**src/rtl/qam_demod.sv**
```systemverilog
// Coherent 4-QAM demodulator: mix, integrate-and-dump, sign slicer.
// Define QAM_DEMOD_SAT_EN for saturating accumulators (default: wrap).
module qam_demod #(
  parameter int SYMBOL_LEN = 16,
  parameter int ACC_W      = 24
) (
  input  logic                    clk,
  input  logic                    rst,
  input  logic                    sample_valid,
  input  logic                    sym_start,
  input  logic signed [7:0]       signal_in,
  input  logic signed [7:0]       sin_in,
  input  logic signed [7:0]       cos_in,
  output logic [1:0]              data_out,
  output logic                    data_valid,
  output logic signed [ACC_W-1:0] i_acc,
  output logic signed [ACC_W-1:0] q_acc
);

  localparam int CNT_W = $clog2(SYMBOL_LEN + 1);
  localparam logic [CNT_W-1:0] LAST = CNT_W'(SYMBOL_LEN);

  typedef enum logic [1:0] {
    IDLE,
    INTEG,
    DUMP
  } state_t;

  logic signed [15:0]      pi_q, pi_d, pq_q, pq_d;
  logic                    pv_q, pv_d, ps_q, ps_d;
  state_t                  state_q, state_d;
  logic [CNT_W-1:0]        cnt_q, cnt_d;
  logic signed [ACC_W-1:0] iacc_q, iacc_d, qacc_q, qacc_d;
  logic signed [ACC_W-1:0] i_acc_q, i_acc_d, q_acc_q, q_acc_d;
  logic [1:0]              data_out_q, data_out_d;
  logic                    data_valid_q, data_valid_d;

  function automatic logic signed [ACC_W-1:0] acc_add(
    input logic signed [ACC_W-1:0] a,
    input logic signed [15:0]      p
  );
    logic signed [ACC_W:0] s;
    s = (ACC_W+1)'(a) + (ACC_W+1)'(p);
`ifdef QAM_DEMOD_SAT_EN
    if (s[ACC_W] != s[ACC_W-1]) begin
      return s[ACC_W] ? {1'b1, {(ACC_W-1){1'b0}}}
                      : {1'b0, {(ACC_W-1){1'b1}}};
    end
`endif
    return s[ACC_W-1:0];
  endfunction

  always_comb begin
    pv_d = sample_valid;
    ps_d = sym_start && sample_valid;
    pi_d = pi_q;
    pq_d = pq_q;
    if (sample_valid) begin
      pi_d = 16'(signal_in) * 16'(cos_in);
      pq_d = 16'(signal_in) * 16'(sin_in);
    end
  end

  always_comb begin
    state_d      = state_q;
    cnt_d        = cnt_q;
    iacc_d       = iacc_q;
    qacc_d       = qacc_q;
    i_acc_d      = i_acc_q;
    q_acc_d      = q_acc_q;
    data_out_d   = data_out_q;
    data_valid_d = 1'b0;
    unique case (state_q)
      IDLE: begin
        if (pv_q && ps_q) begin
          iacc_d  = ACC_W'(pi_q);
          qacc_d  = ACC_W'(pq_q);
          cnt_d   = CNT_W'(1);
          state_d = INTEG;
        end
      end
      INTEG: begin
        if (pv_q && ps_q) begin
          // re-alignment: drop the partial window
          iacc_d = ACC_W'(pi_q);
          qacc_d = ACC_W'(pq_q);
          cnt_d  = CNT_W'(1);
        end else if (pv_q) begin
          iacc_d = acc_add(iacc_q, pi_q);
          qacc_d = acc_add(qacc_q, pq_q);
          cnt_d  = cnt_q + 1'b1;
          if (cnt_d == LAST) state_d = DUMP;
        end
      end
      DUMP: begin
        i_acc_d      = iacc_q;
        q_acc_d      = qacc_q;
        data_out_d   = {~iacc_q[ACC_W-1], ~qacc_q[ACC_W-1]};
        data_valid_d = 1'b1;
        cnt_d        = '0;
        state_d      = IDLE;
        if (pv_q && ps_q) begin
          iacc_d  = ACC_W'(pi_q);
          qacc_d  = ACC_W'(pq_q);
          cnt_d   = CNT_W'(1);
          state_d = INTEG;
        end
      end
      default: state_d = IDLE;
    endcase
  end

  always_ff @(posedge clk or negedge rst) begin
    if (!rst) begin
      pi_q         <= '0;
      pq_q         <= '0;
      pv_q         <= 1'b0;
      ps_q         <= 1'b0;
      state_q      <= IDLE;
      cnt_q        <= '0;
      iacc_q       <= '0;
      qacc_q       <= '0;
      i_acc_q      <= '0;
      q_acc_q      <= '0;
      data_out_q   <= 2'b00;
      data_valid_q <= 1'b0;
    end else begin
      pi_q         <= pi_d;
      pq_q         <= pq_d;
      pv_q         <= pv_d;
      ps_q         <= ps_d;
      state_q      <= state_d;
      cnt_q        <= cnt_d;
      iacc_q       <= iacc_d;
      qacc_q       <= qacc_d;
      i_acc_q      <= i_acc_d;
      q_acc_q      <= q_acc_d;
      data_out_q   <= data_out_d;
      data_valid_q <= data_valid_d;
    end
  end

  assign data_out   = data_out_q;
  assign data_valid = data_valid_q;
  assign i_acc      = i_acc_q;
  assign q_acc      = q_acc_q;

endmodule

```
**config.mk**
```make
export PLATFORM = sky130hd
export DESIGN_NAME = qam_demod
export DESIGN_NICKNAME = d
export VERILOG_FILES = /design/src/rtl/qam_demod.sv
export SDC_FILE = /design/constraint.sdc
export NUM_CORES = 1
export LEC_CHECK = 0
export ABC_CLOCK_PERIOD_IN_PS = 3400
export CELL_PAD_IN_SITES_DETAIL_PLACEMENT = 1
export CELL_PAD_IN_SITES_GLOBAL_PLACEMENT = 1
export CORE_MARGIN = 2
export CORE_UTILIZATION = 40
export DETAILED_ROUTE_END_ITERATION = 10
export PLACE_DENSITY_LB_ADDON = 0.2
export SYNTH_ARGS = -nofsm -noshare
export SYNTH_HDL_FRONTEND = slang
export SYNTH_SLANG_ARGS = --single-unit
```
**constraint.sdc**
```tcl
create_clock -name clk -period 3.4 [get_ports clk]
set_input_delay 0.68 -clock clk [delete_from_list [all_inputs] [get_ports clk]]
set_output_delay 0.68 -clock clk [all_outputs]
set_load 0.02 [all_outputs]
```
==> tab_implementation.tex, run 1 <==
\begin{tabular}{lr}
\hline
Metric & Value \\
\hline
\multicolumn{2}{l}{\textbf{Job}} \\
\quad Maximum capacitance violations & 0 \\
\multicolumn{2}{l}{\textbf{Logic synthesis}} \\
\quad Asr flop ratio synth & 100\% \\
\quad Yosys warnings & 0 \\
\quad Post-synthesis sequential element count & 140 \\
\quad Largest cells by area after synthesis & sky130\_fd\_sc\_hd\_\_dfrtp\_1, sky130\_fd\_sc\_hd\_\_fa\_1, sky130\_fd\_sc\_hd\_\_ha\_1 \\
\quad Mapped Cells & roughly 1.4k \\
\quad Most area-hungry cell type in the Yosys netlist & sky130\_fd\_sc\_hd\_\_dfrtp\_1 \\
\quad Synth Flop Type & sky130\_fd\_sc\_hd\_\_dfrtp\_1 \\
\quad Post-Syn Nets & 1605 \\
\quad Share of synthesized area occupied by flip-flops and latches & a little over a quarter \\
\quad Share of the synthesized area in the top cell type & 27.3\% \\
\quad Average cell area after synthesis & 9.47 µm² \\
\quad Mapped cell area & around 0.013 mm² \\
\quad Number of distinct standard cells referenced by the synthesized netlist & between 50 and 60 \\
\quad Number of flops mapped to enable cells by yosys & 0 \\
\multicolumn{2}{l}{\textbf{CTS}} \\
\quad H-Tree Level Count & 4 \\
\quad Clock buffer depth & 2 \\
\quad Number of buffers inserted during clock tree synthesis & 17 \\
\quad TritonCTS Sinks & between 100 and 150 \\
\quad CTS clk-pin slew, worst paths & 0.06 ns \\
\quad Clk\_lat worst skew & $\sim$0.43 ns \\
\quad TritonCTS clock tree & done \\
\quad Cell chosen for the clock root & sky130\_fd\_sc\_hd\_\_clkbuf\_16 \\
\quad Hold-fix buffers, CTS & 0 \\
\multicolumn{2}{l}{\textbf{Timing}} \\
\quad Unrepaired setup endpoints after global routing & true \\
\quad Final setup vio count & 20 \\
\quad Post-layout worst setup margin & -1.04 ns \\
\quad Smallest hold slack & between 0.15 and 0.2 ns \\
\quad Final slew viol count & 0 \\
\quad Headroom to the max-slew limit & a little over half \\
\quad Time the final worst path needs with I/O delays and setup & $\sim$4.4 ns \\
\quad Period utilisation layout & 131\% \\
\quad Transition at the pin with the smallest max-transition slack & $\sim$0.71 ns \\
\quad Upper clock frequency limit & around 0.23 GHz \\
\quad Largest clock skew in the final design & 0.00837 ns \\
\quad Final hold violation count & 0 \\
\multicolumn{2}{l}{\textbf{Place}} \\
\quad Instance count after placement with tap cells included & 1904 \\
\quad Count of buffers from port buffering & 78 \\
\quad Final weighted congestion in routability-driven placement & between 0.8 and 0.9 \\
\quad Worst setup slack before clock tree synthesis & -1.95 ns \\
\quad Detailed placement HPWL & 24800 µm \\
\quad Placed instance area & 0.0150 mm² \\
\multicolumn{2}{l}{\textbf{Floorplanning}} \\
\quad Number of I/O pins & between 70 and 80 \\
\quad Height of the die & around 180 µm \\
\quad Die outline width & 183 µm \\
\quad Starting density of the core & roughly two fifths \\
\quad Core region area & between 0.03 and 0.04 mm² \\
\quad \# rows & between 60 and 70 \\
\quad Overall die area & about 0.034 mm² \\
\multicolumn{2}{l}{\textbf{GRT}} \\
\quad Maximum number of pins on one net before global-route repair & between 60 and 70 \\
\quad Antenna violations before repair & 0 \\
\quad Via count of the first global-routing pass & about 11k \\
\quad Wire length of the first global-routing pass & 55800 µm \\
\quad All-layer global routing usage & between 20\% and 30\% \\
\quad Residual overflow from global routing & 0 \\
\multicolumn{2}{l}{\textbf{Detailed routing}} \\
\quad Top routing layer used & met4 \\
\quad Via-to-Cell Ratio & around 5.2 \\
\quad Detailed-routed wire length on met3 & roughly 730 µm \\
\quad Wire length on met2 & 16700 µm \\
\quad Via Count & approximately 10k \\
\quad Detailed-route wire length & around 33000 µm \\
\quad Met1 Routed Length & 15000 µm \\
\quad Residual DRC count & 0 \\
\quad First-pass iteration count of the detailed router & 4 \\
\quad Number of nets with antenna violations after detailed routing & 0 \\
\quad Drt initial violations & 266 \\
\quad DR WL/cell & 16.8 µm \\
\multicolumn{2}{l}{\textbf{Run status}} \\
\quad Violated checks & setup timing \\
\quad Run status & finished with violations \\
\multicolumn{2}{l}{\textbf{Setup path}} \\
\quad Setup Crit Path Kind & in2reg \\
\quad Element type at the critical path end & register \\
\quad Slowest stage cell, crit path & sky130\_fd\_sc\_hd\_\_fa\_1 \\
\quad Startpoint type of the worst setup path & primary input \\
\quad Capture instance of the worst register-to-register path & qacc\_q[20] \\
\quad Sequence of cells on the critical path & buf\_2 > buf\_4 > and2\_4 > fa\_1 > ha\_1 > inv\_1 > fa\_1 > fa\_1 > inv\_2 > ha\_4 > nor2b\_2 > o21ai\_4 > a21boi\_2 > o21ai\_2 > a21oi\_2 > o21ai\_2 > a211oi\_2 > or3\_1 > a31o\_2 \\
\quad Setup slack, reg-to-reg & just under 0.3 ns \\
\quad R2r startpoint & qacc\_q[0] \\
\quad Critical path's most frequent cell & sky130\_fd\_sc\_hd\_\_fa\_1 \\
\quad Stage delay of the slowest cell on the critical path & approximately 0.57 ns \\
\quad FF-to-FF path depth & 12 \\
\quad Worst endpoint required time & between 3 and 4 ns \\
\quad Max FO, Critical Path & 4 \\
\quad Worst Path Arrival & 4.77 ns \\
\multicolumn{2}{l}{\textbf{Final layout}} \\
\quad Number of diodes & 0 \\
\quad Layout overhead on the synthesized area & 26.6\% \\
\quad Number of cells in the finished layout apart from fillers & between 1.5k and 2k \\
\quad Final core occ & between 50\% and 60\% \\
\quad Fraction of layout cells with a size suffix above 1 & about a quarter \\
\quad Fin area & 0.0162 mm² \\
\quad Final nets & $\sim$1.8k \\
\multicolumn{2}{l}{\textbf{Power and ir drop}} \\
\quad Max IR drop VDD & approximately 380 µV \\
\quad Power density over the cells & between 800 and 900 mW/mm² \\
\quad Leakage component of the power & about 0.0078 µW \\
\multicolumn{2}{l}{\textbf{Worst hold path}} \\
\quad Tightest Hold Check Type & in2async \\
\hline
\end{tabular}
## synthesized netlist by cell type, types with 4 or more instances
library cell / number
sky130_fd_sc_hd__nor2_1: 75
sky130_fd_sc_hd__nand3_1: 11
sky130_fd_sc_hd__o21bai_1: 4
sky130_fd_sc_hd__and3_1: 14
sky130_fd_sc_hd__nand2b_1: 10
sky130_fd_sc_hd__and2_1: 90
sky130_fd_sc_hd__dfrtp_1: 140
sky130_fd_sc_hd__o41ai_1: 4
sky130_fd_sc_hd__nor2b_1: 23
sky130_fd_sc_hd__a21o_1: 22
sky130_fd_sc_hd__o21a_1: 6
sky130_fd_sc_hd__a211oi_1: 9
sky130_fd_sc_hd__a21boi_0: 6
sky130_fd_sc_hd__xnor2_1: 42
sky130_fd_sc_hd__mux2i_1: 10
sky130_fd_sc_hd__nand4_1: 5
sky130_fd_sc_hd__inv_1: 189
sky130_fd_sc_hd__nand2_1: 104
sky130_fd_sc_hd__o21ai_0: 75
sky130_fd_sc_hd__fa_1: 112
sky130_fd_sc_hd__or2_2: 4
sky130_fd_sc_hd__mux2_2: 68
sky130_fd_sc_hd__o31ai_1: 4
sky130_fd_sc_hd__or3_1: 7
sky130_fd_sc_hd__a31oi_1: 15
sky130_fd_sc_hd__xor2_1: 14
sky130_fd_sc_hd__clkbuf_1: 40
sky130_fd_sc_hd__nor3_1: 17
sky130_fd_sc_hd__a21oi_1: 78
sky130_fd_sc_hd__ha_1: 110
## critical path: cells and delay by family
family,cells,cell delay [ns]
compound gates,7,1.00
fa+ha+maj,5,2.06
buf+inv,4,0.37
simple gates,3,0.63
## kinds of logic after synthesis
kind of cell | share of synthesized area (%)
muxes | 6.75
and+or+nand+nor | 14.2
adders and majority gates | 28.2
DFF | 27.3
AOI/OAI and AO/OA | 12.9
xor gates and xnor gates | 3.82
buffers and inverters | 6.79
## cells in the final DEF, fill, tap and decap left out, types with 16 or more instances in the layout
cell and instances:
sky130_fd_sc_hd__mux2_2 60, sky130_fd_sc_hd__and2_1 69, sky130_fd_sc_hd__ha_4 16, sky130_fd_sc_hd__a21o_1 22, sky130_fd_sc_hd__fa_1 104, sky130_fd_sc_hd__a21oi_1 72, sky130_fd_sc_hd__clkdlybuf4s50_1 53, sky130_fd_sc_hd__buf_4 113
sky130_fd_sc_hd__nor2_1 73, sky130_fd_sc_hd__o21ai_0 66, sky130_fd_sc_hd__and2_4 21, sky130_fd_sc_hd__ha_1 90, sky130_fd_sc_hd__nor2b_1 16, sky130_fd_sc_hd__inv_2 23, sky130_fd_sc_hd__inv_1 166, sky130_fd_sc_hd__buf_2 18
sky130_fd_sc_hd__clkbuf_16 17, sky130_fd_sc_hd__buf_6 21, sky130_fd_sc_hd__dfrtp_1 140, sky130_fd_sc_hd__nand2_1 100, sky130_fd_sc_hd__xnor2_1 38
## state kept, by name, indices dropped and copies added (netlist names)
name and cells:
iacc_q 24, ps_q 1, state_q 2, i_acc 24, pv_q 1, cnt_q 5
qacc_q 24, q_acc 24, pq_q 16, data_out 2, data_valid 1, pi_q 16
## worst max-delay path by stage
stage | startpoint | end | slack, ns
2_1_floorplan | signal_in[5] | pq_q[14] | -1.18
4_1_cts | signal_in[4] | pq_q[14] | -1.02
3_3_place_gp | signal_in[6] | pq_q[14] | -1.77
6_report | sin_in[4] | pq_q[14] | -1.04
5_1_grt | signal_in[3] | pq_q[14] | -1.20
3_5_place_dp | sin_in[3] | pq_q[14] | -1.95
## layout make-up
| cell class | instances | area [µm²] |
|---|---|---|
| clock buffer | 20 | 457 |
| sequential | 140 | 3500 |
| fill | 3533 | 15300 |
| inverter | 189 | 709 |
| multi-input combinational | 983 | 9050 |
| timing repair buffer | 217 | 1890 |
| tap | 402 | 503 |
| clock inverter | 12 | 136 |
## metal layers
| layer | GRT usage (%) | vias up |
|---|---|---|
| li1 | - | 4861 |
| met1 | 26.3 | 5115 |
| met2 | 36.8 | 129 |
| met3 | 2.46 | 35 |
| met4 | 4.99 | 0 |
| met5 | 0 | - |
## power by group
part	internal, µW	switching [µW]	leakage (µW)
combinational	4760	5070	0.00573
clock	1120	755	0.000283
sequential	2140	538	0.00180
total	8020	6370	0.00782
## stage by stage
step | power (µW) | TNS (ns)
detailed placement | 11400 | -32.45
CTS | 14100 | -13.68
finish | 14400 | -14.79
global placement | 11000 | -30.50
global route | 15800 | -17.52
floorplan | 8850 | -14.83
## timing repair
action	CTS	global route
pin swaps	57	31
setup endpoints to repair	22	22
resized for setup	191	27
gates cloned	1	0
setup buffers	26	8
No activity file was read; power rests on OpenSTA's default activity.
==> run 2, diff against run 1 <==
--- a/config.mk
+++ b/config.mk
@@ -5,11 +5,14 @@
 export SDC_FILE = /design/constraint.sdc
 export NUM_CORES = 1
 export LEC_CHECK = 0
+export ABC_AREA = 0
 export ABC_CLOCK_PERIOD_IN_PS = 3400
+export CAP_MARGIN = 20
 export CELL_PAD_IN_SITES_DETAIL_PLACEMENT = 1
 export CELL_PAD_IN_SITES_GLOBAL_PLACEMENT = 1
 export CORE_MARGIN = 2
 export CORE_UTILIZATION = 40
+export CTS_CLUSTER_DIAMETER = 30
 export DETAILED_ROUTE_END_ITERATION = 10
 export PLACE_DENSITY_LB_ADDON = 0.2
 export SYNTH_ARGS = -nofsm -noshare
==> results of run 2 <==
No change in the layout: final DEF, timing and power equal those of run 1.
==> run 3, diff against run 2 <==
--- a/config.mk
+++ b/config.mk
@@ -11,7 +11,8 @@
 export CELL_PAD_IN_SITES_DETAIL_PLACEMENT = 1
 export CELL_PAD_IN_SITES_GLOBAL_PLACEMENT = 1
 export CORE_MARGIN = 2
-export CORE_UTILIZATION = 40
+export CORE_UTILIZATION = 48
+export CTS_BUF_LIST = sky130_fd_sc_hd__clkbuf_16
 export CTS_CLUSTER_DIAMETER = 30
 export DETAILED_ROUTE_END_ITERATION = 10
 export PLACE_DENSITY_LB_ADDON = 0.2
==> run 3 against run 2 <==
Net effect: register-to-register slack lost 0.02 ns; non-clock buffer count grew 3; first-iteration DRC count grew 120%; the run ends with DRC, setup timing left; die area shrank 16%.
==> tab_implementation.tex, run 3 (synthesized netlist as in run 1, its figures left out) <==
\begin{tabular}{lr}
\hline
Metric & Value \\
\hline
\multicolumn{2}{l}{\textbf{Timing}} \\
\quad Post-layout worst setup margin & -1.16 ns (was -1.04 ns) \\
\quad Transition at the pin with the smallest max-transition slack & 0.825 ns (was 0.708 ns) \\
\quad Final setup vio count & 20 (unchanged) \\
\quad Final hold violation count & 0 (unchanged) \\
\quad Unrepaired setup endpoints after global routing & true (unchanged) \\
\quad Time the final worst path needs with I/O delays and setup & 4.56 ns (was 4.44 ns) \\
\quad Final TNS setup & -16.81 ns (was -14.79 ns) \\
\quad Headroom to the max-slew limit & 44.7\% (was 52.8\%) \\
\quad Period utilisation layout & 134\% (was 131\%) \\
\quad Final slew viol count & 0 (unchanged) \\
\quad Upper clock frequency limit & 0.219 GHz (was 0.225 GHz) \\
\quad Largest clock skew in the final design & 0.0114 ns (was 0.00837 ns) \\
\multicolumn{2}{l}{\textbf{Detailed routing}} \\
\quad Via Count & 10.7k (was 10.1k) \\
\quad DR WL/cell & 21.2 µm (was 16.8 µm) \\
\quad Number of nets with antenna violations after detailed routing & 0 (unchanged) \\
\quad Via-to-Cell Ratio & 5.62 (was 5.17) \\
\quad Detailed-route wire length & 40200 µm (was 32900 µm) \\
\quad Drt initial violations & 595 (was 266) \\
\quad Residual DRC count & 8 (was 0) \\
\quad First-pass iteration count of the detailed router & 7 (was 4) \\
\multicolumn{2}{l}{\textbf{CTS}} \\
\quad Clk\_lat worst skew & 0.44 ns (was 0.43 ns) \\
\quad Number of buffers inserted during clock tree synthesis & 17 (unchanged) \\
\quad TritonCTS Sinks & 140 (unchanged) \\
\quad Clock buffer depth & 2 (unchanged) \\
\quad TritonCTS clock tree & done (unchanged) \\
\quad CTS clk-pin slew, worst paths & 0.07 ns (was 0.06 ns) \\
\quad Cell chosen for the clock root & sky130\_fd\_sc\_hd\_\_clkbuf\_16 (unchanged) \\
\quad H-Tree Level Count & 4 (unchanged) \\
\multicolumn{2}{l}{\textbf{GRT}} \\
\quad All-layer global routing usage & 27.5\% (was 20.5\%) \\
\quad Maximum number of pins on one net before global-route repair & 59 (was 64) \\
\quad Residual overflow from global routing & 0 (unchanged) \\
\quad Antenna violations before repair & 0 (unchanged) \\
\quad Wire length of the first global-routing pass & 61700 µm (was 55800 µm) \\
\quad Via count of the first global-routing pass & 11.9k (was 11.2k) \\
\multicolumn{2}{l}{\textbf{Power and ir drop}} \\
\quad Power density over the cells & 925 mW/mm² (was 886 mW/mm²) \\
\quad Total power after layout & 15200 µW (was 14400 µW) \\
\quad Leakage component of the power & 0.00788 µW (was 0.00782 µW) \\
\quad Max IR drop VDD & 484 µV (was 378 µV) \\
\multicolumn{2}{l}{\textbf{Place}} \\
\quad Final weighted congestion in routability-driven placement & 0.845 (was 0.842) \\
\quad Instance count after placement with tap cells included & 1834 (was 1904) \\
\quad Count of buffers from port buffering & 78 (unchanged) \\
\quad Detailed placement HPWL & 25600 µm (was 24800 µm) \\
\multicolumn{2}{l}{\textbf{Setup path}} \\
\quad Worst Path Arrival & 4.88 ns (was 4.77 ns) \\
\quad Stage delay of the slowest cell on the critical path & 0.55 ns (was 0.57 ns) \\
\quad Setup Crit Path Kind & in2reg (unchanged) \\
\quad Max FO, Critical Path & 9 (was 4) \\
\quad Startpoint type of the worst setup path & primary input (unchanged) \\
\quad Sequence of cells on the critical path & buf\_4 > and2\_4 > fa\_1 > inv\_2 > fa\_1 > inv\_2 > fa\_1 > inv\_1 > fa\_1 > inv\_2 > ha\_4 > o21ai\_4 > a21boi\_2 > o21ai\_2 > a21oi\_2 > o21ai\_2 > nor2b\_4 > xnor2\_2 > mux2\_2 (was buf\_2 > buf\_4 > and2\_4 > fa\_1 > ha\_1 > inv\_1 > fa\_1 > fa\_1 > inv\_2 > ha\_4 > nor2b\_2 > o21ai\_4 > a21boi\_2 > o21ai\_2 > a21oi\_2 > o21ai\_2 > a211oi\_2 > or3\_1 > a31o\_2) \\
\quad Critical path's most frequent cell & sky130\_fd\_sc\_hd\_\_fa\_1 (unchanged) \\
\quad Worst endpoint required time & 3.72 ns (was 3.73 ns) \\
\quad Element type at the critical path end & register (unchanged) \\
\quad Slowest stage cell, crit path & sky130\_fd\_sc\_hd\_\_fa\_1 (unchanged) \\
\multicolumn{2}{l}{\textbf{Worst hold path}} \\
\quad Tightest Hold Check Type & in2async (unchanged) \\
\multicolumn{2}{l}{\textbf{Floorplanning}} \\
\quad Core region area & 0.0261 mm² (was 0.0316 mm²) \\
\quad \# rows & 59 (was 65) \\
\quad Overall die area & 0.0281 mm² (was 0.0335 mm²) \\
\quad Number of I/O pins & 79 (unchanged) \\
\quad Height of the die & 167 µm (was 183 µm) \\
\quad Die outline width & 167 µm (was 183 µm) \\
\quad Starting density of the core & 49.1\% (was 40.7\%) \\
\multicolumn{2}{l}{\textbf{Job}} \\
\quad Maximum capacitance violations & 0 (unchanged) \\
\multicolumn{2}{l}{\textbf{Final layout}} \\
\quad Number of cells in the finished layout apart from fillers & 1899 (was 1963) \\
\quad Highest-count cells in the layout ignoring fill and taps & sky130\_fd\_sc\_hd\_\_inv\_1, sky130\_fd\_sc\_hd\_\_dfrtp\_1, sky130\_fd\_sc\_hd\_\_buf\_4 (unchanged) \\
\quad Layout overhead on the synthesized area & 28.5\% (was 26.6\%) \\
\quad Number of diodes & 0 (unchanged) \\
\quad Final nets & 1801 (was 1798) \\
\quad Most common cell after layout, fill and taps aside & sky130\_fd\_sc\_hd\_\_inv\_1 (unchanged) \\
\quad Fraction of layout cells with a size suffix above 1 & 28.8\% (was 25.7\%) \\
\quad Final core occ & 63.1\% (was 51.5\%) \\
\multicolumn{2}{l}{\textbf{Run status}} \\
\quad Run status & finished with violations (unchanged) \\
\quad Violated checks & DRC, setup timing (was setup timing) \\
\hline
\end{tabular}
==> run 3: cell types whose count changed in the layout (fill, tap and decap cells not counted), moves of 5 or more <==
cell,change
sky130_fd_sc_hd__inv_1,-13
sky130_fd_sc_hd__buf_6,+6
sky130_fd_sc_hd__ha_4,+10
sky130_fd_sc_hd__clkdlybuf4s15_2,-5
sky130_fd_sc_hd__inv_2,+12
sky130_fd_sc_hd__ha_1,-10
sky130_fd_sc_hd__and2_1,-13
sky130_fd_sc_hd__buf_2,-5
sky130_fd_sc_hd__and2_4,+13
==> run 3: layer usage <==
metal  global-route usage (%)  routed length (µm)  vias up
met5                        0                   0        -
met4                     11.5                1690        0
met3                     3.14                 974       95
met2                     50.7               21500      198
met1                     32.6               16100     5492
li1                         -                   -     4881
==> run 3: worst max-delay path: cells and delay by family <==
family / cells / cell delay [ns]
AOI/OAI and AO/OA: 5 / 0.62
xor gates and xnor gates: 1 / 0.14
adders and majority gates: 5 / 2.48
buffers and inverters: 5 / 0.38
muxes: 1 / 0.28
and+or+nand+nor: 2 / 0.29
==> run 3: cell type report <==
cell class              instances  area, µm²
clock inverters                15        150
inverters                     189        718
flip-flops and latches        140       3500
clock buffers                  17        425
well taps                     335        419
multi-input cells             983       9290
repair buffers                220       1980
fillers                      2816       9650
==> run 3: stage by stage <==
stage | cell area [µm²] | hold WS, ns | worst slack [ns]
after floorplan | 13100 | 0.384 | -1.18
after global placement | 14900 | 0.490 | -1.82
after detailed placement | 14900 | 0.496 | -1.97
after CTS | 16000 | 0.244 | -1.01
after global routing | 16500 | 0.258 | -1.25
final | 16500 | 0.221 | -1.16
==> run 3: final timing paths <==
check	startpoint	to	slack (ns)	cells after the start
max	signal_in[6]	pi_q[12]	-1.16	19
min	rst	cnt_q[2]	0.22	1
max reg2reg	pq_q[0]	qacc_q[20]	0.27	12
min reg2reg	i_acc[18]	i_acc[18]	0.51	1
max in group asynchronous	rst	iacc_q[10]	2.53	2
min in group clk	i_acc[18]	i_acc[18]	0.51	1
==> run 3: timing repair <==
action | 4_1_cts | 5_1_grt
pin swaps | 52 | 60
hold buffers | 0 | 0
gates resized for setup | 187 | 117
setup buffers | 31 | 15
cloned | 2 | 0
setup endpoints to repair | 22 | 23
==> run 3: report_power, final <==
part / internal (µW) / switching [µW]
clock network: 1080 / 770
registers: 2140 / 565
logic: 5020 / 5670
